==> src/rtl/alu_cmd_issuer.sv <==
// alu_cmd_issuer: registers one command toward an external combinational ALU,
// captures the result and holds it as a response until the consumer takes it.
module alu_cmd_issuer (
    input  logic       clk,
    input  logic       rst_n,
    input  logic       cmd_valid,
    output logic       cmd_ready,
    input  logic [1:0] cmd_op,
    input  logic [3:0] cmd_a,
    input  logic [3:0] cmd_b,
    output logic [3:0] alu_a,
    output logic [3:0] alu_b,
    output logic [1:0] alu_op,
    input  logic [7:0] alu_out,
    output logic       rsp_valid,
    input  logic       rsp_ready,
    output logic [7:0] rsp_data,
    output logic [1:0] rsp_op,
    output logic       rsp_err,
    output logic [7:0] err_cnt
);

    // state | meaning
    // IDLE  | waiting for a command, cmd_ready high
    // ISSUE | operands on alu_*, result captured on the next edge
    // RESP  | response held on rsp_* until rsp_ready
    localparam logic [1:0] IDLE   = 2'd0;
    localparam logic [1:0] ISSUE  = 2'd1;
    localparam logic [1:0] RESP   = 2'd2;
    localparam logic [1:0] OP_DIV = 2'd3;

    logic [1:0] state_q, state_d;
    logic [3:0] alu_a_q, alu_a_d;
    logic [3:0] alu_b_q, alu_b_d;
    logic [1:0] alu_op_q, alu_op_d;
    logic [7:0] rsp_data_q, rsp_data_d;
    logic [1:0] rsp_op_q, rsp_op_d;
    logic       rsp_err_q, rsp_err_d;
    logic [7:0] err_cnt_q, err_cnt_d;
    logic       div_zero;

    assign div_zero = (alu_op_q == OP_DIV) && (alu_b_q == 4'd0);

    always_comb begin
        state_d    = state_q;
        alu_a_d    = alu_a_q;
        alu_b_d    = alu_b_q;
        alu_op_d   = alu_op_q;
        rsp_data_d = rsp_data_q;
        rsp_op_d   = rsp_op_q;
        rsp_err_d  = rsp_err_q;
        err_cnt_d  = err_cnt_q;
        case (state_q)
            IDLE: begin
                if (cmd_valid) begin
                    alu_a_d  = cmd_a;
                    alu_b_d  = cmd_b;
                    alu_op_d = cmd_op;
                    state_d  = ISSUE;
                end
            end
            ISSUE: begin
                // divide-by-zero overrides whatever the ALU produces
                rsp_data_d = div_zero ? 8'hFF : alu_out;
                rsp_op_d   = alu_op_q;
                rsp_err_d  = div_zero;
                if (div_zero && (err_cnt_q != 8'hFF)) begin
                    err_cnt_d = err_cnt_q + 8'd1;
                end
                state_d = RESP;
            end
            RESP: begin
                if (rsp_ready) begin
                    state_d = IDLE;
                end
            end
            default: state_d = IDLE;
        endcase
    end

    always_ff @(posedge clk) begin
        if (!rst_n) begin
            state_q    <= IDLE;
            alu_a_q    <= 4'd0;
            alu_b_q    <= 4'd0;
            alu_op_q   <= 2'd0;
            rsp_data_q <= 8'd0;
            rsp_op_q   <= 2'd0;
            rsp_err_q  <= 1'b0;
            err_cnt_q  <= 8'd0;
        end else begin
            state_q    <= state_d;
            alu_a_q    <= alu_a_d;
            alu_b_q    <= alu_b_d;
            alu_op_q   <= alu_op_d;
            rsp_data_q <= rsp_data_d;
            rsp_op_q   <= rsp_op_d;
            rsp_err_q  <= rsp_err_d;
            err_cnt_q  <= err_cnt_d;
        end
    end

    assign cmd_ready = (state_q == IDLE);
    assign rsp_valid = (state_q == RESP);
    assign alu_a     = alu_a_q;
    assign alu_b     = alu_b_q;
    assign alu_op    = alu_op_q;
    assign rsp_data  = rsp_data_q;
    assign rsp_op    = rsp_op_q;
    assign rsp_err   = rsp_err_q;
    assign err_cnt   = err_cnt_q;

endmodule

==> config.mk <==
export PLATFORM = sky130hd
export DESIGN_NAME = alu_cmd_issuer
export DESIGN_NICKNAME = d
export VERILOG_FILES = /design/src/rtl/alu_cmd_issuer.sv
export SDC_FILE = /design/constraint.sdc
export NUM_CORES = 1
export LEC_CHECK = 0
export ABC_AREA = 1
export ABC_CLOCK_PERIOD_IN_PS = 1700
export CORE_MARGIN = 2
export CORE_UTILIZATION = 42
export CTS_CLUSTER_SIZE = 16
export DETAILED_ROUTE_END_ITERATION = 10
export HOLD_SLACK_MARGIN = 0.03
export PLACE_DENSITY = 0.86
export SLEW_MARGIN = 20
export SYNTH_ARGS = -nofsm -noshare
export SYNTH_HDL_FRONTEND = slang
export SYNTH_SLANG_ARGS = --single-unit
==> constraint.sdc <==
create_clock -name clk -period 1.7 [get_ports clk]
set_input_delay 0.17 -clock clk [delete_from_list [all_inputs] [get_ports clk]]
set_output_delay 0.17 -clock clk [all_outputs]
set_load 0.01 [all_outputs]
# == Word-level counts from Yosys, hierarchy flattened ==
# Cells that the tools add are included.
# word_totals
register_bits,31
input_bits,22
out_inout_bits,31
elab_cells,26
# op_classes
n_addsub,1
n_eq_ne,6
muxes,4
n_reduce_logical,7
# op_table
op,n
adder 8 x 1 -> 8 bit (second input constant),1
2-to-1 mux 8 bit,1
inequality test 8 bit (second input constant),1
case mux 2 bit (3 select lines),1
AND reduction 2 bit,3
== test 2 bit (second input constant),2
zero test 4 bit,1
2-to-1 mux 2 bit,2
== test 2 x 1 -> 1 bit (second input constant),1
logical AND 1 bit,2
zero test 2 bit,1
inequality test 2 x 1 -> 1 bit (second input constant),1
inequality test 2 bit (second input constant),1

# == Depth between registers and ports, before layout ==
# Gate-level depths: netlist (run 1).
# logic_depth
word_depth,4
depth_mapped,9
mapped_depth_nobuf,9

# == Worst setup path after synthesis (run 1) ==
# Ideal clock, no wire load.
# synth_timing
kind,reg2reg
from,"reg err_cnt_q[0], in the netlist err_cnt[0]"
to,"reg err_cnt_q[5], in the netlist err_cnt[5]"
setup_time_ps,115
t_arrival_ps,1179
t_required_ps,1585
slack_ps,406
path_stages_with_launch,9
n_path_buf,0
cell_sequence,dfxtp_1 -> ha_1 -> nand3_2 -> inv_1 -> nand2_4 -> nand2_1 -> inv_1 -> a21oi_1 -> nor2_1
# synth_between
elab_chain_cells,3
word_cells_on_any_way,4
# synth_lines
element,line_no,text
from (decl),39,"logic [7:0] err_cnt_q, err_cnt_d;"
from (signal assigned),99,err_cnt_q <= err_cnt_d;
"parallel branches: the longest is 3 deep, another holds adder 8 x 1 -> 8 bit",n/a,
# Several ways; the timed one is not identified.
# A chain may end at the register's enable or synchronous reset.

# == Final worst setup path (run 1) ==
# layout_timing
from,reg state_q[1]
to,out rsp_valid
# layout_between
elab_chain_cells,1
# layout_lines
element,line_no,text
from (decl),32,"logic [1:0] state_q, state_d;"
from (signal assigned),92,state_q <= state_d;
== test 2 bit,104,assign rsp_valid = (state_q == RESP);
to (decl),15,"output logic rsp_valid,"
# No other way between the ends.

==> results.md, run 1 <==
- The multi-input combinational cells in the finished layout cover a total of 618 µm².
- The final routed wire length divided by cell count is 11.0 µm.
- After floorplanning, the core was sized to cover 3030 µm².
- The repair_antennas step left the layout with diodes totalling 0.
- The count of endpoints failing hold in the final timing report was 0.
- After clock tree synthesis, the setup repair step added 0 buffers.
- The internal power of the cells totals 0.00108 W.
- The largest single stage delay on the critical path is 570 ps.
- The worst setup path is launched from a register.
- Clock latency on the worst-skew pair, taken at its later pin, is 330 ps.
- Of the cells placed in the final design, the portion with a size suffix greater than 1 is 0.0795.
- The overall global routing resource usage is 0.187.
- In this run the vertical extent of the chip is 60.4 µm.
- The number of flops mapped to enable cells by yosys is 0.
- Summing over every cut layer, the via total after detailed routing is 1325.
- The flip-flop and latch area is 621 µm².
- The clock tree from TritonCTS is done.
- After detailed routing, the number of remaining DRC violations is 0.
- Data on the critical path arrives at its endpoint at 1450 ps.
- The first global-routing pass estimated 5050 µm of wire.
- The post-cts sizing count is 0.
- For this design the total switching power over the nets is 0.000393 W.
- In this run the count of I/O pins placed on the die edge is 53.
- The worst hold path belongs to the class primary input to register.
- The top flip-flop cell by instance count after synthesis is sky130_fd_sc_hd__dfxtp_1.
- sky130_fd_sc_hd__nor2_1 is the most common cell in the netlist.
- The clock period minus final worst setup slack is 1620 ps.
- The signed area change from the synthesized netlist to the final layout is 46.1%.
- Setup repair after global routing left no endpoint under its margin.
- The number of slew-limit violations in the final report is 0.
- The placed cell count is 275.
- The leakage power total is 0.812 nW.
- The maximum vdd drop is 0.524 mV.
- The critical path capture point type is an output pin.
- After the last flow step, the layout net total stands at 261.
- Data on the critical path is required at its endpoint by 1530 ps.
- Synthesis inferred 31 register bits.
- The share of the clock period used by the worst path after layout is 0.951.
- The fraction of power consumed by the clock network is 0.276.
- The cell count after synthesis came out at 182.
- Max-cap violations in this run came to 0.
- In this run the remaining antenna-violating nets after routing total 0.
- Measured along the x axis, the die boundary spans 60.4 µm.
- Of the total power, combinational logic draws 0.182.
- Measured against its own limit, the worst slew margin works out to 0.816.
- For this run, the detailed router's first-pass iteration total came to 4.
- On the critical path, the stage with the largest delay is an instance of sky130_fd_sc_hd__clkdlybuf4s50_1.
- Wires add up to 3110 µm.
- Counting distinct cell types in the post-synthesis netlist gives 20.
- The largest net degree at the start of global routing is 28.
- By count the netlist is led by 48 x sky130_fd_sc_hd__nor2_1, 31 x sky130_fd_sc_hd__dfxtp_1, 23 x sky130_fd_sc_hd__nand2_1.
- The number of input and output port buffers inserted is 52.
- Of the total power, the share spent switching nets is 0.267.
- The setup total negative slack is 0 ps.
- The fraction of synthesized cell area taken by the top area cell type is 0.465.
- In this run, CTS created clock tree buffers numbering 5.
- The maximum level of the CTS H-tree is 2.
- The total power per unit cell area is 756 nW/µm².
- The effective utilization at floorplan is 0.441.
- The number of buffers added to fix hold violations after cts is 0.
- The initial antenna violation count is 0.
- In this design, the largest share of critical-path delay is due to buffers and inverters.
- The number of buffers and inverters on the critical path is 2.
- The finished layout holds 283 standard cells, fillers aside.
- The HPWL after detailed placement is 2190 µm.
- The via count of the first global-routing pass is 1164.
- The largest area contributor in the netlist is sky130_fd_sc_hd__dfxtp_1.
- The synthesis warning total is 0.
- For the pin with the worst max-slew slack, the measured transition is 276 ps.
- The critical-path maximum fanout is 2.
- The part of the Yosys area used for sequential elements is 0.465.
- Ranked by total cell area, the synthesized netlist is headed by sky130_fd_sc_hd__dfxtp_1 46%, sky130_fd_sc_hd__nor2_1 13%, sky130_fd_sc_hd__o21ai_0 7.5%, sky130_fd_sc_hd__nand2_1 6.5%, sky130_fd_sc_hd__a21oi_1 6.0%.
- The placer's final routability congestion estimate is 0.882.
- The clock drives 31 sinks.
- After the first detailed-routing iteration, the DRC count stood at 43.
- Of the total power, registers draw 0.542.
- Using the TritonRoute via totals, the vias-per-cell ratio works out to 4.68.
- The number of rows in the core area is 20.
- Counting flops with an async set or reset pin after synthesis yields a share of 0.
- The die covers 3650 µm².
- In this run the cell area of the synthesized design comes to 1340 µm².
- Global routing finished with a remaining overflow of 0.
- Across the routed clock network, the largest skew measured is 12.1 ps.
- The net count of the mapped netlist is 205.
- The clock-pin slew of the registers on the worst-case setup and hold paths is 90 ps.
- The critical path start-end classification is register to output pin.
- The flow ran to the end, and the final reports show no timing, DRC or antenna violations.
- Counting along the longest clock path gives a buffer depth of 2.
- The final-layout fill cell count is 262.
- The clock root buffer master is sky130_fd_sc_hd__clkbuf_4.
- For this run, the top clock speed supported by timing is 618 MHz.
- The signal on the critical path passes through inv_1 -> nor2_1 -> clkdlybuf4s50_1.
- The total of endpoints with negative setup slack in the final report is 0.
- The average instance in the mapped netlist occupies 7.34 µm².
[worst paths after layout]
| path | end | slack, ps | start | cells past startpoint |
|---|---|---|---|---|
| hold reg to reg | alu_a[3]$_SDFFE_PN0P_ | 500 | alu_a[3]$_SDFFE_PN0P_ | 2 |
| setup reg to reg | err_cnt[0]$_SDFFE_PN0P_ | 300 | err_cnt[0]$_SDFFE_PN0P_ | 7 |
| setup / recovery | rsp_valid | 80 | state_q[1]$_SDFFE_PN0P_ | 3 |
| hold / removal | rsp_data[7]$_SDFFE_PN0N_ | 440 | alu_out[7] | 3 |
[logic make-up (layout without fill, tap and decap cells)]
group / Yosys count / after routing / synth area share
AO/OA/AOI/OAI: 36 / 36 / 0.135
XOR/XNOR: 2 / 2 / 0.0131
adder cells (fa/ha/maj): 1 / 1 / 0.00937
buffers and inverters: 23 / 80 / 0.0722
flip-flops: 31 / 31 / 0.465
AND/OR/NAND/NOR: 89 / 89 / 0.306
[routing by layer]
layer / vias up / routed length, µm / track usage
li1: 689 / - / -
met1: 593 / 1450 / 0.236
met2: 38 / 1420 / 0.284
met3: 5 / 183 / 0.0597
met4: 0 / 49 / 0.105
met5: - / 0 / 0
[power groups by stage]
stage	Sequential [W]	Combinational [W]	Clock [W]
5_1_grt	0.000805	0.000292	0.000449
6_report	0.000800	0.000268	0.000407
4_1_cts	0.000800	0.000270	0.000419
2_1_floorplan	0.000831	0.0000955	0
3_5_place_dp	0.000816	0.000269	0
3_3_place_gp	0.000815	0.000265	0
[through the flow]
step	hold WS, ps	util	total power, W	instance area (µm²)	setup slack, ps
5_1_grt	447	0.644	0.00155	1950	4.19
4_1_cts	432	0.644	0.00149	1950	74.2
3_3_place_gp	469	0.628	0.00108	1900	394
6_report	439	0.644	0.00147	1950	83.2
2_1_floorplan	333	-	0.000927	1340	406
3_5_place_dp	483	0.628	0.00108	1900	362
[worst reg2reg max path, cell delays in order, from the launching register on]
cell	delay (ps)
sky130_fd_sc_hd__dfxtp_1	420
sky130_fd_sc_hd__ha_1	230
sky130_fd_sc_hd__nand3_2	130
sky130_fd_sc_hd__inv_1	140
sky130_fd_sc_hd__nand2_4	80
sky130_fd_sc_hd__nand2_2	130
sky130_fd_sc_hd__nand2_1	60
sky130_fd_sc_hd__a21oi_1	140
[state kept, by name, indices dropped and copies added (netlist names)]
| signal | flops |
|---|---|
| err_cnt | 8 |
| rsp_data | 8 |
| alu_a | 4 |
| alu_b | 4 |
| alu_op | 2 |
| rsp_op | 2 |
| state_q | 2 |
| rsp_err | 1 |
[layout by cell type, fill, tap and decap left out]
master and n:
sky130_fd_sc_hd__clkdlybuf4s50_1 52, sky130_fd_sc_hd__nor2_1 48, sky130_fd_sc_hd__dfxtp_1 31, sky130_fd_sc_hd__nand2_1 23, sky130_fd_sc_hd__o21ai_0 20, sky130_fd_sc_hd__a21oi_1 16, sky130_fd_sc_hd__inv_1 15, sky130_fd_sc_hd__nand3_1 9
sky130_fd_sc_hd__clkbuf_4 5, sky130_fd_sc_hd__nor2_4 4, sky130_fd_sc_hd__buf_4 3, sky130_fd_sc_hd__nand2_2 2, sky130_fd_sc_hd__clkbuf_1 2, sky130_fd_sc_hd__inv_2 1, sky130_fd_sc_hd__nand3_4 1, sky130_fd_sc_hd__nand3_2 1
sky130_fd_sc_hd__nand2_4 1, sky130_fd_sc_hd__clkinv_1 1, sky130_fd_sc_hd__xor2_1 1, sky130_fd_sc_hd__xnor2_1 1, sky130_fd_sc_hd__ha_1 1, sky130_fd_sc_hd__clkinv_2 1
[layout make-up]
class / count / area share
inverter: 17 / 0.0327
timing repair buffer: 55 / 0.278
clock inverter: 1 / 0.00257
clock buffer: 7 / 0.0231
tap: 44 / 0.0282
multi-input combinational: 128 / 0.317
sequential: 31 / 0.318
(Power assumes the default switching activity.)
==> run 2: changes to the inputs <==
PLACE_DENSITY = 0.85   (was 0.86)
SETUP_SLACK_MARGIN = 0.1   (was not set)
==> results.md, run 2 (same netlist as run 1, synthesis figures left out) <==
- The die footprint is 3650 µm² (unchanged).
- The HPWL after detailed placement is 2300 µm (was 2190 µm).
- The aggregate global routing overflow came to 0 (unchanged).
- The count of endpoints failing hold in the final timing report is 0 (unchanged).
- The worst hold endpoint is rsp_data[6]$_SDFFE_PN0N_ (was rsp_data[7]$_SDFFE_PN0N_).
- The worst max-slew margin expressed relative to the limit is 0.796 (was 0.816).
- The number of slew-limit violations in the final report came to 0 (unchanged).
- The core outline area is 3030 µm² (unchanged).
- The die span in y was 60.4 µm (unchanged).
- The signed area change from the synthesized netlist to the final layout is 48.9% (was 46.1%).
- The setup total negative slack is 0 ps (unchanged).
- The clock skew after layout is 10.0 ps (was 12.1 ps).
- The largest net degree at the start of global routing was 28 (unchanged).
- The clock-pin slew of the registers on the worst-case setup and hold paths is 100 ps (was 90 ps).
- The source-to-sink clock delay at the later pin of the worst-skew pair is 340 ps (was 330 ps).
- The number of buffers and inverters on the critical path is 1 (was 2).
- The critical path required time was 1530 ps (about the same).
- The hold-critical path depth is 3 (unchanged).
- The number of cells on the worst reg-to-reg path is 7 (unchanged).
- The via count is 1334 (was 1325).
- The count of buffers added by post-CTS timing repair for setup was 0 (unchanged).
- The clock tree from TritonCTS is done (unchanged).
- The buffer depth of the longest clock path is 2 (unchanged).
- The number of buffers added by the clock tree synthesis step is 5 (unchanged).
- The overall global routing resource usage is 0.189 (was 0.187).
- The critical path data arrival time is 1370 ps (was 1450 ps).
- The overall power consumption is 0.00166 W (was 0.00147 W).
- The clock root buffer master is sky130_fd_sc_hd__clkbuf_4 (unchanged).
- The reg-to-reg critical path endpoint is err_cnt[6]$_SDFFE_PN0P_ (was err_cnt[0]$_SDFFE_PN0P_).
- The detail-routed via count per cell is 4.71 (was 4.68).
- The via count of the first global-routing pass is 1208 (was 1164).
- The clock period minus final worst setup slack came to 1540 ps (was 1620 ps).
- The startpoint class of the critical path is a register (unchanged).
- Result of the run: finished, final reports clean (unchanged).
- The classification of the worst-slack hold path was primary input to register (unchanged).
- The maximum frequency from static timing analysis is 651 MHz (was 618 MHz).
- The first-pass GRT wire length is 5020 µm (was 5050 µm).
- The delay of the slowest cell on the worst path was 580 ps (was 570 ps).
- The fraction of final layout cells with drive strength greater than 1 is 0.0879 (was 0.0795).
- The horizontal die dimension is 60.4 µm (unchanged).
- The remaining antenna violation count after routing is 0 (unchanged).
- The actual transition at the worst max-transition pin is 305 ps (was 276 ps).
- The clock sink count is 31 (unchanged).
- The total detailed-routing wirelength is 3160 µm (was 3110 µm).
- Ordered cell list for the critical path: clkdlybuf4s50_1 (was inv_1 -> nor2_1 -> clkdlybuf4s50_1).
- The total power per unit cell area is 837 nW/µm² (was 756 nW/µm²).
- The total DRC errors in the routed layout was 0 (unchanged).
- Commonest cells after routing, fill and taps aside: 50 x sky130_fd_sc_hd__clkdlybuf4s50_1, 48 x sky130_fd_sc_hd__nor2_1, 31 x sky130_fd_sc_hd__dfxtp_1, 23 x sky130_fd_sc_hd__nand2_1, 20 x sky130_fd_sc_hd__o21ai_0 (was 52 x sky130_fd_sc_hd__clkdlybuf4s50_1, 48 x sky130_fd_sc_hd__nor2_1, 31 x sky130_fd_sc_hd__dfxtp_1, 23 x sky130_fd_sc_hd__nand2_1, 20 x sky130_fd_sc_hd__o21ai_0).
- The worst reg2reg path startpoint is alu_op[0]$_SDFFE_PN0P_ (was err_cnt[0]$_SDFFE_PN0P_).
- The final routed wire length divided by cell count was 11.2 µm (was 11.0 µm).
- The max capacitance violation total is 0 (unchanged).
- The cell type of the slowest stage on the worst timing path was sky130_fd_sc_hd__clkdlybuf4s50_1 (unchanged).
- The number of nets in the layout came to 261 (unchanged).
- The most common cell after layout, fill and taps aside is sky130_fd_sc_hd__clkdlybuf4s50_1 (unchanged).
- The number of rows in the core area is 20 (unchanged).
- The family of cells with the greatest summed delay on the critical path is buffers and inverters (unchanged).
- The number of detailed-route iterations in the first pass was 4 (unchanged).
- Setup repair after global routing missed its margin: false (unchanged).
- The number of placed I/O pins was 53 (unchanged).
- The share of the clock period used by the worst path after layout came to 0.904 (was 0.951).
- The total of endpoints with negative setup slack in the final report is 0 (unchanged).
- The critical path start-end classification is register to output pin (unchanged).
- The register-to-register path setup slack is 320 ps (was 300 ps).
- The initial antenna violation count is 0 (unchanged).
- The critical path capture point type is an output pin (unchanged).
- The leakage power total is 0.840 nW (was 0.812 nW).
- The maximum level of the CTS H-tree is 2 (unchanged).
- The number of input and output port buffers inserted is 52 (unchanged).
- The critical-path maximum fanout is 6 (was 2).
- The placer's final routability congestion estimate is 0.871 (was 0.882).
- The total inserted antenna cells came to 0 (unchanged).
- The number of design-rule violations left by the first detailed-router iteration came to 60 (was 43).
- The effective utilization at floorplan is 0.441 (unchanged).
- The maximum vdd drop is 0.714 mV (was 0.524 mV).
- The worst hold path startpoint was alu_out[6] (was alu_out[7]).
run 2: cell types whose count changed in the layout (fill, tap and decap cells not counted):
cell | before | now
sky130_fd_sc_hd__dlymetal6s2s_1 | 0 | 1
sky130_fd_sc_hd__bufinv_16 | 0 | 1
sky130_fd_sc_hd__clkdlybuf4s50_1 | 52 | 50
sky130_fd_sc_hd__clkbuf_8 | 0 | 1
sky130_fd_sc_hd__dlygate4sd2_1 | 0 | 1
sky130_fd_sc_hd__clkbuf_1 | 2 | 0
run 2: what timing repair did:
item	4_1_cts	5_1_grt
resized for setup	1	1
setup endpoints to repair	1	1
hold buffers	0	0
run 2: layer usage:
metal,part of all wire,GRT usage
met5,0,0
met4,0.015,0.0857
met3,0.075,0.0768
met2,0.50,0.323
met1,0.41,0.205
run 2: report_power, final:
part | internal [W] | switching, W
logic | 0.000150 | 0.000116
registers | 0.000769 | 0.0000299
clock network | 0.000347 | 0.000252
total | 0.00127 | 0.000399
run 2: worst min-delay path, cell delays in order:
cell and delay (ps):
sky130_fd_sc_hd__clkdlybuf4s50_1 400, sky130_fd_sc_hd__nor2_1 100, sky130_fd_sc_hd__a21oi_1 70
run 2: final cells by class:
type	instances	area (µm²)
fillers	272	1040
clock buffers	6	51.3
inverters	17	63.8
flip-flops and latches	31	621
repair buffers	55	544
multi-input cells	128	618
clock inverters	2	35.0
well taps	44	55.1
run 2: worst max-delay path by stage:
stage                                  startpoint                       to  slack, ps  depth (start not counted)
after global placement     alu_op[0]$_SDFFE_PN0P_  err_cnt[6]$_SDFFE_PN0P_        380                          7
after floorplan           err_cnt[0]$_SDFFE_PN0P_  err_cnt[5]$_SDFFE_PN0P_        410                          8
after CTS                 state_q[0]$_SDFFE_PN0P_                cmd_ready        130                          2
after global routing      err_cnt[5]$_SDFFE_PN0P_               err_cnt[5]        110                          1
final                     err_cnt[5]$_SDFFE_PN0P_               err_cnt[5]        160                          1
after detailed placement   alu_op[0]$_SDFFE_PN0P_  err_cnt[6]$_SDFFE_PN0P_        340                          7
run 2: metrics by stage:
stage	hold slack, ps	setup slack (ps)	cell area, µm²	std cells	utilization
2_1_floorplan	333	406	1340	182	-
3_3_place_gp	466	379	1900	275	0.628
3_5_place_dp	476	337	1900	275	0.628
4_1_cts	427	130	1990	283	0.656
5_1_grt	448	113	1990	283	0.657
6_report	442	164	1990	283	0.657
